[src/rtl/muldiv_pkg.sv]
// -----------------------------------------------------------------------------
// muldiv_pkg
//   Shared definitions for the HI/LO multiply/divide unit: operation encodings,
//   sequencer state codes, datapath width and small arithmetic helpers.
// -----------------------------------------------------------------------------
package muldiv_pkg;

    localparam int unsigned XLEN = 32;

    typedef logic [2:0] op_t;

    localparam op_t OP_MULT  = 3'd0;
    localparam op_t OP_MULTU = 3'd1;
    localparam op_t OP_DIV   = 3'd2;
    localparam op_t OP_DIVU  = 3'd3;
    localparam op_t OP_MTHI  = 3'd4;
    localparam op_t OP_MTLO  = 3'd5;

    typedef logic [2:0] state_t;

    // ST_FIN is the done cycle: new HI/LO are visible and a new start may be
    // accepted, exactly as in ST_IDLE.
    localparam state_t ST_IDLE     = 3'd0;
    localparam state_t ST_MUL      = 3'd1;
    localparam state_t ST_DIV_INIT = 3'd2;
    localparam state_t ST_DIV_RUN  = 3'd3;
    localparam state_t ST_FIN      = 3'd4;

    // Two's-complement negate when neg is set.
    function automatic logic [XLEN-1:0] neg_if(input logic [XLEN-1:0] v, input logic neg);
        return neg ? (~v + {{(XLEN-1){1'b0}}, 1'b1}) : v;
    endfunction

    // Full 64-bit product. Sign-extending both operands and keeping the low
    // 2*XLEN bits of the product yields the signed result when sx is set.
    function automatic logic [2*XLEN-1:0] mul64(input logic [XLEN-1:0] a,
                                                input logic [XLEN-1:0] b,
                                                input logic            sx);
        logic [2*XLEN-1:0] ax;
        logic [2*XLEN-1:0] bx;
        ax = {{XLEN{sx & a[XLEN-1]}}, a};
        bx = {{XLEN{sx & b[XLEN-1]}}, b};
        return ax * bx;
    endfunction

endpackage

[src/rtl/muldiv_div_step.sv]
// -----------------------------------------------------------------------------
// muldiv_div_step
//   One combinational restoring-divide iteration on magnitudes. The pair
//   {rem, quo} is shifted left one bit; if the shifted remainder covers the
//   divisor it is reduced and a 1 enters the quotient, otherwise a 0.
// Ports
//   rem       in   partial remainder (always < divisor)
//   quo       in   dividend bits still to consume / quotient bits so far
//   divisor   in   divisor magnitude (non-zero)
//   rem_next  out  updated partial remainder
//   quo_next  out  updated quotient/dividend register
// -----------------------------------------------------------------------------
module muldiv_div_step
    import muldiv_pkg::*;
(
    input  logic [XLEN-1:0] rem,
    input  logic [XLEN-1:0] quo,
    input  logic [XLEN-1:0] divisor,
    output logic [XLEN-1:0] rem_next,
    output logic [XLEN-1:0] quo_next
);

    logic [XLEN:0] shifted;
    logic [XLEN:0] diff;

    always_comb begin
        shifted = {rem, quo[XLEN-1]};
        diff    = shifted - {1'b0, divisor};
        // Because rem < divisor, shifted < 2*divisor: the top bit of diff is
        // a clean borrow flag.
        if (!diff[XLEN]) begin
            rem_next = diff[XLEN-1:0];
            quo_next = {quo[XLEN-2:0], 1'b1};
        end else begin
            rem_next = shifted[XLEN-1:0];
            quo_next = {quo[XLEN-2:0], 1'b0};
        end
    end

endmodule

[src/rtl/muldiv_sequencer.sv]
// -----------------------------------------------------------------------------
// muldiv_sequencer
//   Multi-cycle HI/LO unit. Sequences MULT/MULTU and DIV/DIVU, executes
//   MTHI/MTLO and owns the architectural HI/LO registers. busy/done let the
//   control unit stall dependent instructions.
// Parameters
//   MUL_LATENCY  cycles from accepted start to done for MULT/MULTU (>=1)
//   DIV_CYCLES   restoring-divide iterations, one quotient bit each
// Ports
//   clk          rising-edge clock
//   reset        synchronous active-high reset
//   start        request, sampled only when busy=0
//   op           0 MULT, 1 MULTU, 2 DIV, 3 DIVU, 4 MTHI, 5 MTLO
//   rs, rt       operands (latched at accept)
//   flush        abort in-flight op; also drops a same-cycle start
//   busy         op in flight
//   done         one-cycle pulse, first cycle new HI/LO are visible
//   div_by_zero  with done, DIV/DIVU had rt==0
//   hi, lo       architectural HI/LO
// -----------------------------------------------------------------------------
module muldiv_sequencer
    import muldiv_pkg::*;
#(
    parameter int unsigned MUL_LATENCY = 2,
    parameter int unsigned DIV_CYCLES  = 32
) (
    input  logic            clk,
    input  logic            reset,
    input  logic            start,
    input  logic [2:0]      op,
    input  logic [XLEN-1:0] rs,
    input  logic [XLEN-1:0] rt,
    input  logic            flush,
    output logic            busy,
    output logic            done,
    output logic            div_by_zero,
    output logic [XLEN-1:0] hi,
    output logic [XLEN-1:0] lo
);

    localparam int unsigned CNT_W = $clog2(DIV_CYCLES + MUL_LATENCY + 1);
    // MUL occupies MUL_LATENCY-1 cycles; the counter runs down to zero.
    localparam logic [CNT_W-1:0] MUL_CNT_INIT =
        CNT_W'((MUL_LATENCY >= 2) ? (MUL_LATENCY - 2) : 0);
    localparam logic [CNT_W-1:0] DIV_CNT_INIT = CNT_W'(DIV_CYCLES - 1);

    state_t           state_q, state_d;
    logic [CNT_W-1:0] cnt_q, cnt_d;
    logic [XLEN-1:0]  op_a_q, op_a_d;
    logic [XLEN-1:0]  op_b_q, op_b_d;
    logic             sx_q, sx_d;
    logic [XLEN-1:0]  rem_q, rem_d;
    logic [XLEN-1:0]  quo_q, quo_d;
    logic [XLEN-1:0]  dvs_q, dvs_d;
    logic [XLEN-1:0]  hi_q, hi_d;
    logic [XLEN-1:0]  lo_q, lo_d;
    logic             dbz_q, dbz_d;

    logic [XLEN-1:0]  step_rem;
    logic [XLEN-1:0]  step_quo;
    logic             accept;
    logic             quo_neg;
    logic             rem_neg;

    muldiv_div_step u_div_step (
        .rem      (rem_q),
        .quo      (quo_q),
        .divisor  (dvs_q),
        .rem_next (step_rem),
        .quo_next (step_quo)
    );

    assign busy        = (state_q == ST_MUL) || (state_q == ST_DIV_INIT) ||
                         (state_q == ST_DIV_RUN);
    assign done        = (state_q == ST_FIN);
    assign div_by_zero = done && dbz_q;
    assign hi          = hi_q;
    assign lo          = lo_q;

    // Unknown op codes are never accepted.
    assign accept  = start && !busy && !flush && (op <= OP_MTLO);
    assign quo_neg = sx_q && (op_a_q[XLEN-1] ^ op_b_q[XLEN-1]);
    assign rem_neg = sx_q && op_a_q[XLEN-1];

    always_comb begin
        state_d = state_q;
        cnt_d   = cnt_q;
        op_a_d  = op_a_q;
        op_b_d  = op_b_q;
        sx_d    = sx_q;
        rem_d   = rem_q;
        quo_d   = quo_q;
        dvs_d   = dvs_q;
        hi_d    = hi_q;
        lo_d    = lo_q;
        dbz_d   = dbz_q;

        case (state_q)
            ST_MUL: begin
                if (flush) begin
                    state_d = ST_IDLE;
                end else if (cnt_q == '0) begin
                    {hi_d, lo_d} = mul64(op_a_q, op_b_q, sx_q);
                    state_d      = ST_FIN;
                end else begin
                    cnt_d = cnt_q - 1'b1;
                end
            end

            ST_DIV_INIT: begin
                if (flush) begin
                    state_d = ST_IDLE;
                end else begin
                    rem_d   = '0;
                    quo_d   = neg_if(op_a_q, sx_q && op_a_q[XLEN-1]);
                    dvs_d   = neg_if(op_b_q, sx_q && op_b_q[XLEN-1]);
                    cnt_d   = DIV_CNT_INIT;
                    state_d = ST_DIV_RUN;
                end
            end

            ST_DIV_RUN: begin
                if (flush) begin
                    state_d = ST_IDLE;
                end else begin
                    rem_d = step_rem;
                    quo_d = step_quo;
                    if (cnt_q == '0) begin
                        // Sign fix rides on the final step so HI/LO change once.
                        lo_d    = neg_if(step_quo, quo_neg);
                        hi_d    = neg_if(step_rem, rem_neg);
                        state_d = ST_FIN;
                    end else begin
                        cnt_d = cnt_q - 1'b1;
                    end
                end
            end

            default: begin
                // ST_IDLE and ST_FIN: ready for a new request.
                state_d = ST_IDLE;
                dbz_d   = 1'b0;
                if (accept) begin
                    op_a_d = rs;
                    op_b_d = rt;
                    sx_d   = (op == OP_MULT) || (op == OP_DIV);
                    case (op)
                        OP_MULT, OP_MULTU: begin
                            if (MUL_LATENCY <= 1) begin
                                {hi_d, lo_d} = mul64(rs, rt, op == OP_MULT);
                                state_d      = ST_FIN;
                            end else begin
                                cnt_d   = MUL_CNT_INIT;
                                state_d = ST_MUL;
                            end
                        end
                        OP_DIV, OP_DIVU: begin
                            if (rt == '0) begin
                                dbz_d   = 1'b1;
                                state_d = ST_FIN;
                            end else begin
                                state_d = ST_DIV_INIT;
                            end
                        end
                        OP_MTHI: begin
                            hi_d    = rs;
                            state_d = ST_FIN;
                        end
                        OP_MTLO: begin
                            lo_d    = rs;
                            state_d = ST_FIN;
                        end
                        default: state_d = ST_IDLE;
                    endcase
                end
            end
        endcase
    end

    always_ff @(posedge clk) begin
        if (reset) begin
            state_q <= ST_IDLE;
            cnt_q   <= '0;
            op_a_q  <= '0;
            op_b_q  <= '0;
            sx_q    <= 1'b0;
            rem_q   <= '0;
            quo_q   <= '0;
            dvs_q   <= '0;
            hi_q    <= '0;
            lo_q    <= '0;
            dbz_q   <= 1'b0;
        end else begin
            state_q <= state_d;
            cnt_q   <= cnt_d;
            op_a_q  <= op_a_d;
            op_b_q  <= op_b_d;
            sx_q    <= sx_d;
            rem_q   <= rem_d;
            quo_q   <= quo_d;
            dvs_q   <= dvs_d;
            hi_q    <= hi_d;
            lo_q    <= lo_d;
            dbz_q   <= dbz_d;
        end
    end

endmodule

[config.mk]
export PLATFORM = sky130hd
export DESIGN_NAME = muldiv_sequencer
export DESIGN_NICKNAME = d
export VERILOG_FILES = /design/src/rtl/muldiv_pkg.sv /design/src/rtl/muldiv_div_step.sv /design/src/rtl/muldiv_sequencer.sv
export SDC_FILE = /design/constraint.sdc
export NUM_CORES = 2
export LEC_CHECK = 0
export BUFFER_PORTS_ARGS = -buffer_cell sky130_fd_sc_hd__clkbuf_2
export CORE_ASPECT_RATIO = 1.4
export CORE_MARGIN = 8
export CORE_UTILIZATION = 41
export DETAILED_ROUTE_END_ITERATION = 12
export PLACE_DENSITY = 0.6
export SLEW_MARGIN = 30
export SYNTH_ARGS = -nofsm -noshare
export SYNTH_HDL_FRONTEND = slang
export SYNTH_HIERARCHICAL = 1
export SYNTH_SLANG_ARGS = --single-unit
[constraint.sdc]
create_clock -name clk -period 9.3 [get_ports clk]
set_input_delay 1.86 -clock clk [delete_from_list [all_inputs] [get_ports clk]]
set_output_delay 1.86 -clock clk [all_outputs]
set_load 0.05 [all_outputs]
==> results.md <==
* CTS HTree Levels at 1
* Part of the total power dissipated in sequential elements at 33.8%
* Number of rows created at floorplan at 155
* Worst voltage drop across the vdd grid at 0.000139 V
* Count of routing violations after the opening detailed-route iteration at 3299
* Placed inst area at 0.0550 sq mm
* Clock network latency to the later pin of the worst-skew pair at 0.58 ns
* Post-synth net total at 7585
* CTS-repair resized insts at 0
* Global-route wire length before repair at 271000 um
* Clk_skew at 0.0154 ns
* IO Pins at 138
* Average routed wire per standard cell at 22.8 um
* Number of cells in the design after placement at 7646
* Most used cells in the layout excluding fill and tap cells: inv_1, fa_1, nand2_1
* Clock share of power at 30.7%
* Proportion of layout cells with a drive suffix above 1 at 7.19%
* Post-route cell area at 0.0558 sq mm
* Hold buffer count at CTS at 0
* Highest fanout seen on the critical path at 21
* Clock Tree Root: clkbuf_16
* Final layout net count at 7471
* Area of the mapped netlist at 0.0526 sq mm
* Mean instance size in the synthesized netlist at 8.58 sq um
* Number of enable-type register cells in the synthesized netlist at 0
* Clock tree from TritonCTS: yes
* Synth Flop Type: dfxtp_1
* Static leakage power at 26.3 nW
* First drt pass iteration count at 6
* Placeable core area at 0.127 sq mm
* Final max-slew violation count at 0
* Slew at the pin closest to its max-slew limit at 1.08 ns
* Die height at 440 um
* Total power consumption of the routed design at 3.32 mW
* Via count of the first global-routing pass at 45400
* Final cycle utilization of the critical path at 96.9%
* Fraction of registers with async set/reset at 0%
* Total negative setup slack at 0 ns
* Crit start category: flop
* Remaining routing DRC violations at 0
* Hold Path Class: reg -> reg
* Area growth, synth to finish at 5.95%
* Status: completed
* Total Routed Length at 175000 um
* DP Wirelength at 142000 um
* Crit path kind: reg -> reg
* Instance count along the most critical hold path at 2
* Rel. slew slack at 28.0%
* Total of flip-flops plus latches after synthesis at 235
* Overall die area at 0.140 sq mm
* Max capacitance violation total at 0
* Pin count of the biggest net entering global routing at 98
* Maximum clock path buffer count at 3
* Gr ovfl total at 0
* Unique cell type count in the Yosys netlist at 97
* Path depth of the worst reg2reg path at 25
* DR vias at 42200
* CTS buffer count at 23
* Signal arrival time at the worst endpoint at 9.48 ns
* Final number of hold-violating endpoints at 0
* Sequential cell area fraction in the yosys report at 8.94%
* Post-Synthesis Cells at 6137
* Die extent in x at 319 um
* Total number of yosys warnings at 6
* Fill cell instance count of the final layout at 12700
* Kind of end point of the critical path: flop
* Top achievable clock speed at 0.111 GHz
* Required time of the worst setup path at 9.77 ns
* Int Power at 1.94 mW
* Net Sw Power at 1.38 mW
* Port Buffer Count at 137
* Sw Share at 41.7%
* Effective utilization at floorplan at 41.3%
* Final Instance Count excl. Fillers at 7694
* Number of antenna violations at the first check in global routing at 5
* Most common cell after layout, fill and taps aside: inv_1
* Post-CTS repair timing setup buffer count at 0
* Util after Layout at 43.8%
* Unrepaired setup endpoints after global routing: false
* Power per standard cell area at 59.6 mW/mm^2
* Final Wtd Congestion at 0.966
* Count of nets left with antenna violations after detail routing at 0
* Reg clk slew, reported paths at 0.07 ns
* Ratio of routed vias to standard cells at 5.48
* Setup Viol. Count Final at 0
* Logic pwr share at 35.4%
* Total GRT Usage at 24.9%
* Number of clock sinks seen by CTS at 235
* Period minus WS final at 9.01 ns
## power by group through the flow
stage                     combinational [mW]  clock (mW)  sequential (mW)
final                                   1.18        1.02             1.12
after global routing                    1.27        1.06             1.13
after CTS                               1.17        1.04             1.12
after detailed placement                1.16           0             1.14
after global placement                  1.15           0             1.14
after floorplan                        0.776           0             1.10
## layer usage
| layer | GRT usage, % | wire (um) | part of all wire [%] | up-vias |
|---|---|---|---|---|
| met1 | 29.7 | 66700 | 38 | 21600 |
| met4 | 14.0 | 11700 | 6.7 | 2 |
| met2 | 43.6 | 86300 | 49 | 1642 |
| li1 | - | - | - | 18500 |
| met5 | 0 | 13 | 0.0074 | - |
| met3 | 2.91 | 10600 | 6.0 | 435 |
## worst max-delay path, stage by stage (launching register included)
cell and delay (ns):
dfxtp_1 1.04, buf_4 0.49, nand2_1 0.14, fa_1 0.48, fa_1 0.53, inv_1 0.06, fa_1 0.57, fa_1 0.46
fa_1 0.60, fa_1 0.44, fa_1 0.49, inv_1 0.05, fa_1 0.48, inv_1 0.04, ha_1 0.40, nand4_1 0.19
nor3_1 0.52, nand2_1 0.14, a311oi_1 0.55, a211oi_1 0.12, buf_4 0.19, nor2_1 0.12, o22ai_1 0.13, o21ai_0 0.28
xnor2_1 0.15, o41ai_1 0.24
## sequential cells by signal, indices dropped and copies added, names as in the netlist
name and count:
cnt_q 6, dbz_q 1, dvs_q 32, hi 32, lo 32, op_a_q 32
op_b_q 32, quo_q 32, rem_q 32, state_q 3, sx_q 1
## final timing paths
check	from	to	slack, ns
worst max-delay path	op_a_q[24]	hi[16]	0.29
worst min-delay path	lo[0]	lo[0]	0.46
worst max register to register	op_a_q[24]	hi[16]	0.29
worst min register to register	lo[0]	lo[0]	0.46
## cell usage after synthesis (6+ instances only)
cell	number	area (sq um)
buf_1	62	233
a21o_1	52	390
nor4_1	21	131
nor3b_1	8	60.1
dfxtp_1	235	4700
nand3b_1	6	45.0
nor3_1	73	365
o211ai_1	6	45.0
a211oi_1	80	601
nor2_1	307	1150
xnor2_1	119	1040
or4_1	11	82.6
a31oi_1	22	138
buf_4	34	255
or3_1	23	144
o21a_1	11	82.6
a21oi_1	293	1470
o31ai_1	22	165
a311oi_1	13	114
a221o_1	7	70.1
and3_1	32	200
o41ai_1	11	96.3
o21bai_1	19	143
nand2_1	940	3530
and2_1	339	2120
a22oi_1	41	308
nand3_1	36	180
fa_1	1126	22500
inv_1	1193	4480
a222oi_1	17	170
ha_1	251	3140
o21ai_0	102	510
a221oi_1	22	193
xor2_1	86	753
mux2_4	19	285
nand2b_1	19	119
nor2b_1	12	75.1
nand4_1	27	169
clkbuf_1	330	1240
## area by class of cell
class | count | area, sq um | share of cell area, %
Multi-Input combinational cell | 4271 | 41700 | 74.7
Sequential cell | 235 | 4730 | 8.48
Inverter | 1194 | 4490 | 8.05
Tap cell | 1648 | 2060 | 3.70
Timing Repair Buffer | 298 | 2050 | 3.68
Clock buffer | 25 | 603 | 1.08
Clock inverter | 17 | 156 | 0.280
Antenna cell | 6 | 15.0 | 0.0269
## through the flow
stage | hold WS, ns | worst slack (ns)
6_report | 0.461 | 0.287
5_1_grt | 0.485 | 0.0369
4_1_cts | 0.465 | 0.377
3_5_place_dp | 0.445 | 0.450
3_3_place_gp | 0.440 | 0.445
2_1_floorplan | 0.432 | 0.851
## logic make-up after synthesis
group | count (synthesis) | synth area share, %
AOI/OAI and AO/OA | 775 | 9.56
xor gates and xnor gates | 205 | 3.41
adders and majority gates | 1377 | 48.8
buffers and inverters | 1631 | 12.1
DFF | 235 | 8.94
muxes | 29 | 0.765
and+or+nand+nor | 1885 | 16.5
No activity file was read; power rests on OpenSTA's default activity.
